--- config.mk ---
export PLATFORM = sky130hd
export DESIGN_NAME = regbank_wr_arbiter
export DESIGN_NICKNAME = d
export VERILOG_FILES = /design/src/rtl/regbank_wr_arbiter.sv
export SDC_FILE = /design/constraint.sdc
export NUM_CORES = 1
export LEC_CHECK = 0
export ABC_CLOCK_PERIOD_IN_PS = 5950
export CORE_ASPECT_RATIO = 0.75
export CORE_MARGIN = 5
export CORE_UTILIZATION = 44
export DETAILED_ROUTE_END_ITERATION = 12
export PLACE_DENSITY = 0.95
export SYNTH_ARGS = -nofsm -noshare
export SYNTH_HDL_FRONTEND = slang
export SYNTH_SLANG_ARGS = --single-unit
--- constraint.sdc ---
create_clock -name clk -period 5.95 [get_ports clk]
set_input_delay 1.19 -clock clk [delete_from_list [all_inputs] [get_ports clk]]
set_output_delay 1.19 -clock clk [all_outputs]
set_load 0.01 [all_outputs]
--- src/rtl/regbank_wr_arbiter.sv ---
// regbank_wr_arbiter: a bank of NREGS x WIDTH registers with one write port.
// The write port is shared among NREQ requesters by a round-robin arbiter
// driving a two-state IDLE/WRITE FSM. All registers are always visible on q.
// Optional feature macro: REGBANK_LOCK_EN. When it is defined, a granted
// requester holding lock and req keeps the write port for a burst of up to
// 8 consecutive write cycles. When it is undefined, the lock input is ignored.
module regbank_wr_arbiter #(
    parameter int unsigned NREQ  = 4,
    parameter int unsigned NREGS = 4,
    parameter int unsigned WIDTH = 8,
    parameter int unsigned AW    = (NREGS > 1) ? $clog2(NREGS) : 1
) (
    input  logic                   clk,
    input  logic                   res,
    input  logic [NREQ-1:0]        req,
    input  logic [NREQ*AW-1:0]     waddr,
    input  logic [NREQ*WIDTH-1:0]  wdata,
    input  logic [NREQ-1:0]        lock,
    output logic [NREQ-1:0]        gnt,
    output logic                   err,
    output logic                   busy,
    output logic [NREGS*WIDTH-1:0] q
);

    localparam int unsigned PW        = (NREQ > 1) ? $clog2(NREQ) : 1;
    localparam int unsigned CW        = 4;
    localparam int unsigned BURST_MAX = 8;

    typedef enum logic {
        IDLE  = 1'b0,
        WRITE = 1'b1
    } state_t;

    // State registers
    state_t            state_q;
    logic [PW-1:0]     ptr_q;
    logic [PW-1:0]     w_q;
    logic [NREQ-1:0]   gnt_q;
    logic              err_q;
    logic              busy_q;
    logic [WIDTH-1:0]  regs_q [NREGS];

    // Combinational helpers
    logic [AW-1:0]     waddr_a [NREQ];
    logic [WIDTH-1:0]  wdata_a [NREQ];
    logic [PW-1:0]     win_idx_d;
    logic [PW-1:0]     ptr_adv_d;
    logic [AW-1:0]     cur_addr_c;
    logic [WIDTH-1:0]  cur_data_c;
    logic              cur_ok_c;
    logic              win_ok_c;
    logic              hold_d;

    // True when an address selects an existing register.
    function automatic logic addr_ok(input logic [AW-1:0] a);
        return (32'(a) < NREGS);
    endfunction

    // First set request bit at or above p, wrapping modulo NREQ.
    function automatic logic [PW-1:0] rr_pick(input logic [NREQ-1:0] r,
                                              input logic [PW-1:0]   p);
        logic [PW-1:0] sel;
        logic [PW-1:0] idx;
        logic          found;
        sel   = '0;
        idx   = '0;
        found = 1'b0;
        for (int unsigned k = 0; k < NREQ; k++) begin
            idx = PW'((32'(p) + k) % NREQ);
            if (!found && r[idx]) begin
                sel   = idx;
                found = 1'b1;
            end
        end
        return sel;
    endfunction

    // Split the flat request buses into per-requester slices.
    for (genvar i = 0; i < NREQ; i++) begin : g_unpack
        assign waddr_a[i] = waddr[i*AW +: AW];
        assign wdata_a[i] = wdata[i*WIDTH +: WIDTH];
    end

    // Expose every register on the flat read bus.
    for (genvar k = 0; k < NREGS; k++) begin : g_pack
        assign q[k*WIDTH +: WIDTH] = regs_q[k];
    end

    // Arbitration result and the live write slice of the current winner.
    always_comb begin
        win_idx_d  = rr_pick(req, ptr_q);
        win_ok_c   = addr_ok(waddr_a[win_idx_d]);
        ptr_adv_d  = (w_q == PW'(NREQ - 1)) ? '0 : (w_q + PW'(1));
        cur_addr_c = waddr_a[w_q];
        cur_data_c = wdata_a[w_q];
        cur_ok_c   = addr_ok(cur_addr_c);
    end

`ifdef REGBANK_LOCK_EN
    // Number of WRITE cycles spent in the current burst, starting at 1.
    logic [CW-1:0] burst_q;

    // Stay in WRITE while the winner keeps lock and req and the cap is not hit.
    always_comb begin
        hold_d = lock[w_q] && req[w_q] && (burst_q != CW'(BURST_MAX));
    end
`else
    logic unused_lock;

    // Bursts are not supported in this build: every WRITE lasts one cycle.
    assign unused_lock = ^lock;
    assign hold_d      = 1'b0;
`endif

    // Arbiter FSM with registered grant, error and busy flags.
    always_ff @(posedge clk) begin
        if (res) begin
            state_q <= IDLE;
            ptr_q   <= '0;
            w_q     <= '0;
            gnt_q   <= '0;
            err_q   <= 1'b0;
            busy_q  <= 1'b0;
`ifdef REGBANK_LOCK_EN
            burst_q <= '0;
`endif
        end else begin
            case (state_q)
                IDLE: begin
                    if (|req) begin
                        state_q <= WRITE;
                        w_q     <= win_idx_d;
                        gnt_q   <= NREQ'(1) << win_idx_d;
                        busy_q  <= 1'b1;
                        err_q   <= !win_ok_c;
`ifdef REGBANK_LOCK_EN
                        burst_q <= CW'(1);
`endif
                    end
                end
                WRITE: begin
                    if (hold_d) begin
                        // Burst continues with the same winner; ptr stays put.
                        err_q   <= !cur_ok_c;
`ifdef REGBANK_LOCK_EN
                        burst_q <= burst_q + CW'(1);
`endif
                    end else begin
                        state_q <= IDLE;
                        ptr_q   <= ptr_adv_d;
                        gnt_q   <= '0;
                        busy_q  <= 1'b0;
                        err_q   <= 1'b0;
                    end
                end
                default: begin
                    state_q <= IDLE;
                    gnt_q   <= '0;
                    busy_q  <= 1'b0;
                    err_q   <= 1'b0;
                end
            endcase
        end
    end

    // Register bank: reset clears everything and overrides a pending write.
    always_ff @(posedge clk) begin
        if (res) begin
            for (int unsigned k = 0; k < NREGS; k++) begin
                regs_q[k] <= '0;
            end
        end else if ((state_q == WRITE) && cur_ok_c) begin
            regs_q[cur_addr_c] <= cur_data_c;
        end
    end

    assign gnt  = gnt_q;
    assign err  = err_q;
    assign busy = busy_q;

endmodule

==> impl_metrics.tcl, run 1 <==
set metrics [dict create \
    rows 20 \
    numCtsBuffers 5 \
    total_power_mw 0.706 \
    final-hold-violation-count 0 \
    fp.dieH_um 67.0 \
    drtIter0Drc 131 \
    async_flop_share_pct 0 \
    tightestPinTransition_ns 0.782 \
    fp.dieW_um 85.9 \
    crit_chain "clkdlybuf4s50_1 > mux4_2 > nand2b_1 > o21bai_1" \
    synth_fp_nets 201 \
    multi_input_area_um2 651 \
    cts.sinks 42 \
    firstDrtPassIters 5 \
    clock_path_buffers 2 \
    regArea_um2 1160 \
    dieArea_um2 5750 \
    rr_worst_depth 3 \
    crit_arrival_ns 3.11 \
    hold_depth 2 \
    clkTransAtPathRegs_ns 0.07 \
    avgRoutedWirePerCell_um 16.0 \
    cts_setup_buffers 0 \
    timing.fmax_mhz 314 \
    num-fill-cells 306 \
    r2r_slack_ns 3.09 \
    vias_per_cell 5.05 \
    cp-startpoint "waddr[6]" \
    cts_hold_buffers 0 \
    drv_cap 0 \
    cpMaxStageDelayCell "o21bai_1" \
    place_area_um2 2740 \
    ir_drop_v 0.000118 \
    final_common_cell "clkdlybuf4s50_1" \
    io_pins 88 \
    hold_class "flop to flop" \
    required_ns 5.87 \
    synth_area_um2 1900 \
    p_leak_nw 1.06 \
    power_density_nw_per_um2 248 \
    syn_inst 150 \
    synth_seq_cells 42 \
    grt_max_degree 14 \
    ant_nets 0 \
    layout-drive-gt1-share_pct 9.05 \
    cts_resized 0 \
    setup_tns_ns 0 \
    start_util_pct 46.4 \
    relSlewSlack_pct 47.8 \
    synth_cell_types 34 \
    end_kind "flop" \
    dp_hpwl_mm 3.73 \
    path_max_fanout 9 \
    io_buffers 82 \
    vias 1449 \
    fin_skew_ns 0.00706 \
    drv_slew 0 \
    overflow 0 \
    outcome "complete, no violations" \
    syn_to_final_growth_pct 49.9 \
    core_region_area_um2 4100 \
    grt_pass1_wl_mm 7.26 \
    setup.worst_path.end "regs_q[2][3]$_SDFFCE_PN0P_" \
    first_global_vias 1452 \
    setup_slack_ns 2.76 \
    r2r-start "w_q[0]$_SDFFE_PP0P_" \
    pre_cts_slack_ns 2.44 \
    place_congestion 0.821 \
    insertedDiodeCount 0 \
    synth_edf_count 32 \
    drt_wl_total_mm 4.60 \
    critPathLaunchType "input pin" \
    fin_area_um2 2850 \
    grt_antenna_before_repair 0 \
    grt_setup_unrepaired "no" \
    syn_avg_cell_area_um2 12.7 \
    setup_viol 0 \
    cts_root_buf "clkbuf_8" \
    drcViolationCount 0 \
    clk_latency_ns 0.29 \
    period_minus_slack_ns 3.19 \
    seq_area_frac_synth_pct 61.0 \
    yosys_warnings 0 \
    ys.flop_type "edfxtp_1" \
    cts_tree "yes" \
    cts.htree.levels 2 \
    final_cell_mix "82 x clkdlybuf4s50_1, 32 x edfxtp_1, 30 x nor2_1" \
    track_usage_pct 17.0 \
    critPathMaxStageDelay_ns 0.69 \
    reg2reg_to "regs_q[2][3]$_SDFFCE_PN0P_" \
    path_class "input pin to flop" \
    fin_nets 282 \
    fin_crit_sh_pct 53.6 \
]
==> worst min path at each step <==
stage | startpoint | to | slack, ns
6_report | busy$_SDFFE_PP0P_ | busy$_SDFFE_PP0P_ | 0.48
5_1_grt | busy$_SDFFE_PP0P_ | busy$_SDFFE_PP0P_ | 0.50
4_1_cts | busy$_SDFFE_PP0P_ | busy$_SDFFE_PP0P_ | 0.48
3_5_place_dp | gnt[2]$_SDFFE_PP0P_ | gnt[2]$_SDFFE_PP0P_ | 0.47
3_3_place_gp | busy$_SDFFE_PP0P_ | busy$_SDFFE_PP0P_ | 0.44
2_1_floorplan | busy$_SDFFE_PP0P_ | busy$_SDFFE_PP0P_ | 0.48
==> critical path, delay by kind of cell <==
family	cells	cell delay (ns)
multiplexers	1	0.52
buffers and inverters	1	0.39
AND/OR/NAND/NOR	1	0.32
AO/OA/AOI/OAI	1	0.69
==> cells in the mapped netlist, types with 2 or more instances <==
| cell | instances | area [um^2] |
|---|---|---|
| o21ai_0 | 2 | 10.0 |
| dfxtp_1 | 10 | 200 |
| nand2_1 | 9 | 33.8 |
| nor2_1 | 30 | 113 |
| nand2b_1 | 5 | 31.3 |
| mux2i_1 | 2 | 20.0 |
| o21bai_1 | 3 | 22.5 |
| o31ai_1 | 2 | 15.0 |
| a21oi_1 | 3 | 15.0 |
| buf_4 | 2 | 15.0 |
| buf_2 | 4 | 20.0 |
| edfxtp_1 | 32 | 961 |
| inv_1 | 11 | 41.3 |
| o41ai_1 | 2 | 17.5 |
| nand3_1 | 4 | 20.0 |
| mux4_2 | 10 | 225 |
| nor3_1 | 2 | 10.0 |
==> metal layers <==
metal	routed length (um)	track usage [%]	vias to the layer above
li1	-	-	703
met2	2280	29.2	72
met4	13	2.96	0
met3	489	6.18	2
met5	0	0	-
met1	1820	20.8	672
==> through the flow <==
step | hold slack [ns] | util, % | cells
finish | 0.475 | 69.5 | 287
detailed placement | 0.468 | 66.8 | 279
CTS | 0.481 | 69.5 | 287
global route | 0.501 | 69.5 | 287
global placement | 0.444 | 66.8 | 279
floorplan | 0.479 | - | 150
==> registers in the layout (all words and copies together), names as in the netlist <==
name	flops
regs_q	32
state_q	1
gnt	4
ptr_q	2
w_q	2
busy	1
==> cells by family after synthesis <==
family	after synthesis	share of synthesized area, %
adders and majority gates	1	0.657
DFF	42	61.0
muxes	12	12.9
AOI/OAI and AO/OA	20	7.56
buffers and inverters	19	4.80
and+or+nand+nor	55	12.9
other	1	0.197
==> power breakdown <==
part	internal [mW]	switching, mW	total (mW)
clock network	0.125	0.0965	0.222
logic	0.0783	0.0555	0.134
registers	0.337	0.0138	0.351
total	0.541	0.166	0.706
==> cell type report <==
| class | count | area share (%) |
|---|---|---|
| tap | 55 | 2.41 |
| timing repair buffer | 82 | 28.8 |
| clock buffer | 6 | 2.54 |
| multi-input combinational | 89 | 22.8 |
| sequential | 42 | 40.7 |
| clock inverter | 2 | 1.32 |
| inverter | 11 | 1.45 |
(Power assumes the default switching activity.)
==> run 2, diff against run 1 <==
- ABC_CLOCK_PERIOD_IN_PS: 5950 -> 2930
- CORE_UTILIZATION: 44 -> 37
- PLACE_DENSITY: 0.95 -> 0.87
- clock period: 5.95 -> 2.93 ns (I/O delays scaled with it)
==> impl_metrics.tcl, run 2 (synthesized netlist as in run 1, its figures left out) <==
set metrics [dict create \
    final_cell_mix "82 x clkdlybuf4s50_1, 32 x edfxtp_1, 30 x nor2_1" \
    internal-power_mw 1.01 \
    crit_arrival_ns 2.27 \
    crit_chain "clkdlybuf4s50_1 > mux4_2 > or2_1 > o21bai_2" \
    hold_class "flop to flop" \
    dp_hpwl_mm 3.61 \
    path_class "input pin to flop" \
    setup_viol 0 \
    firstDrtPassIters 4 \
    largest-register "regs_q" \
    layout-drive-gt1-share_pct 9.79 \
    place_congestion 0.805 \
    cts_tree "yes" \
    rows 22 \
    use_met3_pct 6.53 \
    final_common_cell "clkdlybuf4s50_1" \
    core_region_area_um2 4930 \
    cp_num_buf_inv 1 \
    path_max_fanout 9 \
    cts_setup_buffers 0 \
    first_global_vias 1476 \
    grt_setup_unrepaired "no" \
    insertedDiodeCount 0 \
    outcome "complete, no violations" \
    clkTransAtPathRegs_ns 0.07 \
    clk_latency_ns 0.29 \
    power_switching_mw 0.324 \
    comb_power_share_pct 20.9 \
    clock_path_buffers 2 \
    hold_ws_ns 0.472 \
    tightestPinTransition_ns 0.684 \
    p_leak_nw 1.07 \
    drcViolationCount 0 \
    grt_max_degree 13 \
    ant_nets 0 \
    dieArea_um2 6690 \
    vias 1467 \
    relSlewSlack_pct 54.0 \
    critPathMaxStageDelay_ns 0.50 \
    drv_cap 0 \
    numCtsBuffers 5 \
    power_frac_seq_pct 52.9 \
    drt_wl_total_mm 4.41 \
    overflow 0 \
    timing.fmax_mhz 432 \
    required_ns 2.88 \
    fin_crit_sh_pct 79.0 \
    grt.met2_usage_pct 23.5 \
    period_minus_slack_ns 2.32 \
    dp_cells 287 \
    critPathLaunchType "input pin" \
    avgRoutedWirePerCell_um 15.0 \
    cts_hold_buffers 0 \
    cpMaxStageDelayCell "mux4_2" \
    drv_slew 0 \
    final_cells 295 \
    io_pins 88 \
    start_util_pct 38.6 \
    cts_resized 0 \
    fp.dieW_um 92.8 \
    ir_drop_v 0.000162 \
    swShare_pct 24.2 \
    fp.dieH_um 72.1 \
    fin_skew_ns 0.00577 \
    largest_register_ffs 32 \
    clock_power_share_pct 26.1 \
    grt_antenna_before_repair 0 \
    grt_pass1_wl_mm 7.03 \
    setup_tns_ns 0 \
    final-hold-violation-count 0 \
    track_usage_pct 13.9 \
    vias_per_cell 4.97 \
    busiest_layer "met2" \
    fin_nets 285 \
    power_density_nw_per_um2 468 \
    end_kind "flop" \
    crit_family "multiplexers" \
    cts.htree.levels 2 \
    cts.sinks 42 \
    total_power_mw 1.34 \
    cts_root_buf "clkbuf_8" \
    syn_to_final_growth_pct 49.9 \
    use_met1_pct 15.7 \
    drtIter0Drc 53 \
    io_buffers 82 \
    final_util_pct 57.9 \
]
==> run 2: cell count changes in the layout (fill, tap and decap cells not counted), sizes merged <==
cell / previous run / this run
clkinv: 0 / 2
buf: 0 / 3
bufinv: 1 / 0
clkinvlp: 1 / 0
==> run 2: area by class of cell <==
cell class | count | area [um^2]
Clock buffer | 6 | 72.6
Clock inverter | 2 | 8.76
Fill cell | 413 | 2070
Inverter | 11 | 41.3
Multi-Input combinational cell | 89 | 651
Sequential cell | 42 | 1160
Tap cell | 60 | 75.1
Timing Repair Buffer | 85 | 843
==> run 2: worst paths after layout <==
kind	startpoint	endpoint	slack, ns	depth (start not counted)
setup reg to reg	w_q[1]$_SDFFE_PP0P_	regs_q[0][5]$_SDFFCE_PN0P_	0.77	3
hold / removal	busy$_SDFFE_PP0P_	busy$_SDFFE_PP0P_	0.47	2
setup / recovery	waddr[0]	regs_q[0][5]$_SDFFCE_PN0P_	0.61	4
hold reg to reg	busy$_SDFFE_PP0P_	busy$_SDFFE_PP0P_	0.47	2
==> run 2: tightest hold or removal path, cell delays in order, from the launching register on <==
cell      delay (ns)
dfxtp_1         0.31
inv_1           0.05
a21boi_0        0.07
==> run 2: per-layer routing <==
layer  wire, um  vias up
met5          0        -
met4         59        0
met3        458        7
met2       2100       72
met1       1800      685
li1           -      703
==> run 2: through the flow <==
step,worst slack (ns),instance area (um^2)
finish,0.614,2850
global route,0.551,2850
CTS,0.607,2850
detailed placement,0.297,2770
global placement,0.323,2770
floorplan,0.750,1900
==> run 2: power groups by stage <==
| stage | sequential (mW) | clock, mW | combinational (mW) |
|---|---|---|---|
| final | 0.707 | 0.349 | 0.280 |
| after CTS | 0.708 | 0.354 | 0.283 |
| after floorplan | 0.732 | 0 | 0.117 |
| after global placement | 0.720 | 0 | 0.275 |
| after global routing | 0.712 | 0.386 | 0.302 |
| after detailed placement | 0.722 | 0 | 0.282 |
==> run 3, diff against run 2 <==
- ABC_CLOCK_PERIOD_IN_PS: 2930 -> 2200
- CORE_UTILIZATION: 37 -> 41
- PLACE_DENSITY: 0.87 -> 0.91
- clock period: 2.93 -> 2.2 ns (I/O delays scaled with it)
==> impl_metrics.tcl, run 3 (synthesized netlist as in run 1, its figures left out) <==
set metrics [dict create \
    largest_register_ffs 32 \
    vias_per_cell 5.01 \
    cts_resized 0 \
    insertedDiodeCount 0 \
    setup_tns_ns 0 \
    first_global_vias 1541 \
    cts_tree "yes" \
    fp.dieW_um 88.7 \
    required_ns 2.21 \
    drtIter0Drc 50 \
    critPathLaunchType "input pin" \
    fin_crit_sh_pct 87.3 \
    crit_chain "clkdlybuf4s50_1 > mux4_2 > nand2b_1 > o21bai_1 > buf_4" \
    cts.sinks 42 \
    place_congestion 0.875 \
    cp_num_buf_inv 2 \
    cts.htree.levels 2 \
    period_minus_slack_ns 1.92 \
    largest-register "regs_q" \
    rows 21 \
    hold_class "flop to flop" \
    numCtsBuffers 5 \
    start_util_pct 42.6 \
    final_cell_mix "82 x clkdlybuf4s50_1, 32 x edfxtp_1, 30 x nor2_1" \
    core_region_area_um2 4470 \
    path_max_fanout 8 \
    regArea_um2 1160 \
    overflow 0 \
    io_buffers 82 \
    dieArea_um2 6120 \
    cts_root_buf "clkbuf_8" \
    clkTransAtPathRegs_ns 0.08 \
    vias 1507 \
    dp_cells 293 \
    timing.fmax_mhz 521 \
    cpMaxStageDelayCell "mux4_2" \
    ant_nets 0 \
    crit_arrival_ns 1.93 \
    place_area_um2 2840 \
    track_usage_pct 15.5 \
    avgRoutedWirePerCell_um 15.1 \
    fin_skew_ns 0.0116 \
    path_class "input pin to flop" \
    drv_cap 0 \
    ir_drop_v 0.000315 \
    io_pins 88 \
    fin_area_um2 2930 \
    setup_slack_ns 0.279 \
    grt_max_degree 15 \
    cts_setup_buffers 0 \
    firstDrtPassIters 4 \
    multi_input_area_um2 651 \
    fp.dieH_um 69 \
    outcome "complete, no violations" \
    final_cells 301 \
    dp_hpwl_mm 3.71 \
    fin_nets 294 \
    power_density_nw_per_um2 624 \
    grt_pass1_wl_mm 7.29 \
    syn_to_final_growth_pct 53.7 \
    pre_cts_slack_ns -0.0290 \
    total_power_mw 1.82 \
    grt_setup_unrepaired "no" \
    end_kind "flop" \
    clock_path_buffers 2 \
    grt_antenna_before_repair 0 \
    critPathMaxStageDelay_ns 0.52 \
    crit_family "buffers and inverters" \
    p_leak_nw 1.11 \
    drcViolationCount 0 \
    clk_latency_ns 0.29 \
    drv_slew 0 \
    drt_wl_total_mm 4.55 \
    final_common_cell "clkdlybuf4s50_1" \
    setup_viol 0 \
    layout-drive-gt1-share_pct 13.9 \
    num-fill-cells 351 \
    final-hold-violation-count 0 \
    cts_hold_buffers 0 \
]
[run 3: metrics by stage]
step / hold WS, ns / utilization, %
4_1_cts: 0.468 / 65.5
3_3_place_gp: 0.447 / 63.5
2_1_floorplan: 0.479 / -
5_1_grt: 0.502 / 65.5
3_5_place_dp: 0.457 / 63.5
6_report: 0.461 / 65.5
[run 3: metal layers]
layer	GRT usage [%]	routed length, um
met1	19.8	1790
met2	24.9	2200
met3	6.31	519
met4	3.02	36
met5	0	0
[run 3: layout make-up]
class                   instances  share of cell area (%)
flip-flops and latches         42                    39.7
clock inverters                 3                   0.727
well taps                      57                    2.44
multi-input cells              89                    22.2
clock buffers                   5                    2.35
inverters                      11                    1.41
repair buffers                 94                    31.1
[run 3: where the power goes]
| group | switching [mW] | leakage [nW] | internal (mW) | total (mW) |
|---|---|---|---|---|
| Clock | 0.264 | 0.0441 | 0.223 | 0.486 |
| Sequential | 0.0275 | 0.416 | 0.912 | 0.939 |
| Combinational | 0.164 | 0.651 | 0.235 | 0.399 |
[run 3: worst reg2reg max path, stage by stage, from the launching register on]
cell      delay (ns)
dfxtp_1         0.47
mux4_2          0.59
nand2b_1        0.19
o21bai_1        0.17
buf_4           0.20
[run 3: worst paths after layout]
path / startpoint / end / slack, ns / cells after the start
setup / recovery: waddr[6] / regs_q[2][5]$_SDFFCE_PN0P_ / 0.28 / 5
hold / removal: busy$_SDFFE_PP0P_ / busy$_SDFFE_PP0P_ / 0.46 / 2
setup reg to reg: w_q[0]$_SDFFE_PP0P_ / regs_q[2][5]$_SDFFCE_PN0P_ / 0.29 / 4
hold reg to reg: busy$_SDFFE_PP0P_ / busy$_SDFFE_PP0P_ / 0.46 / 2
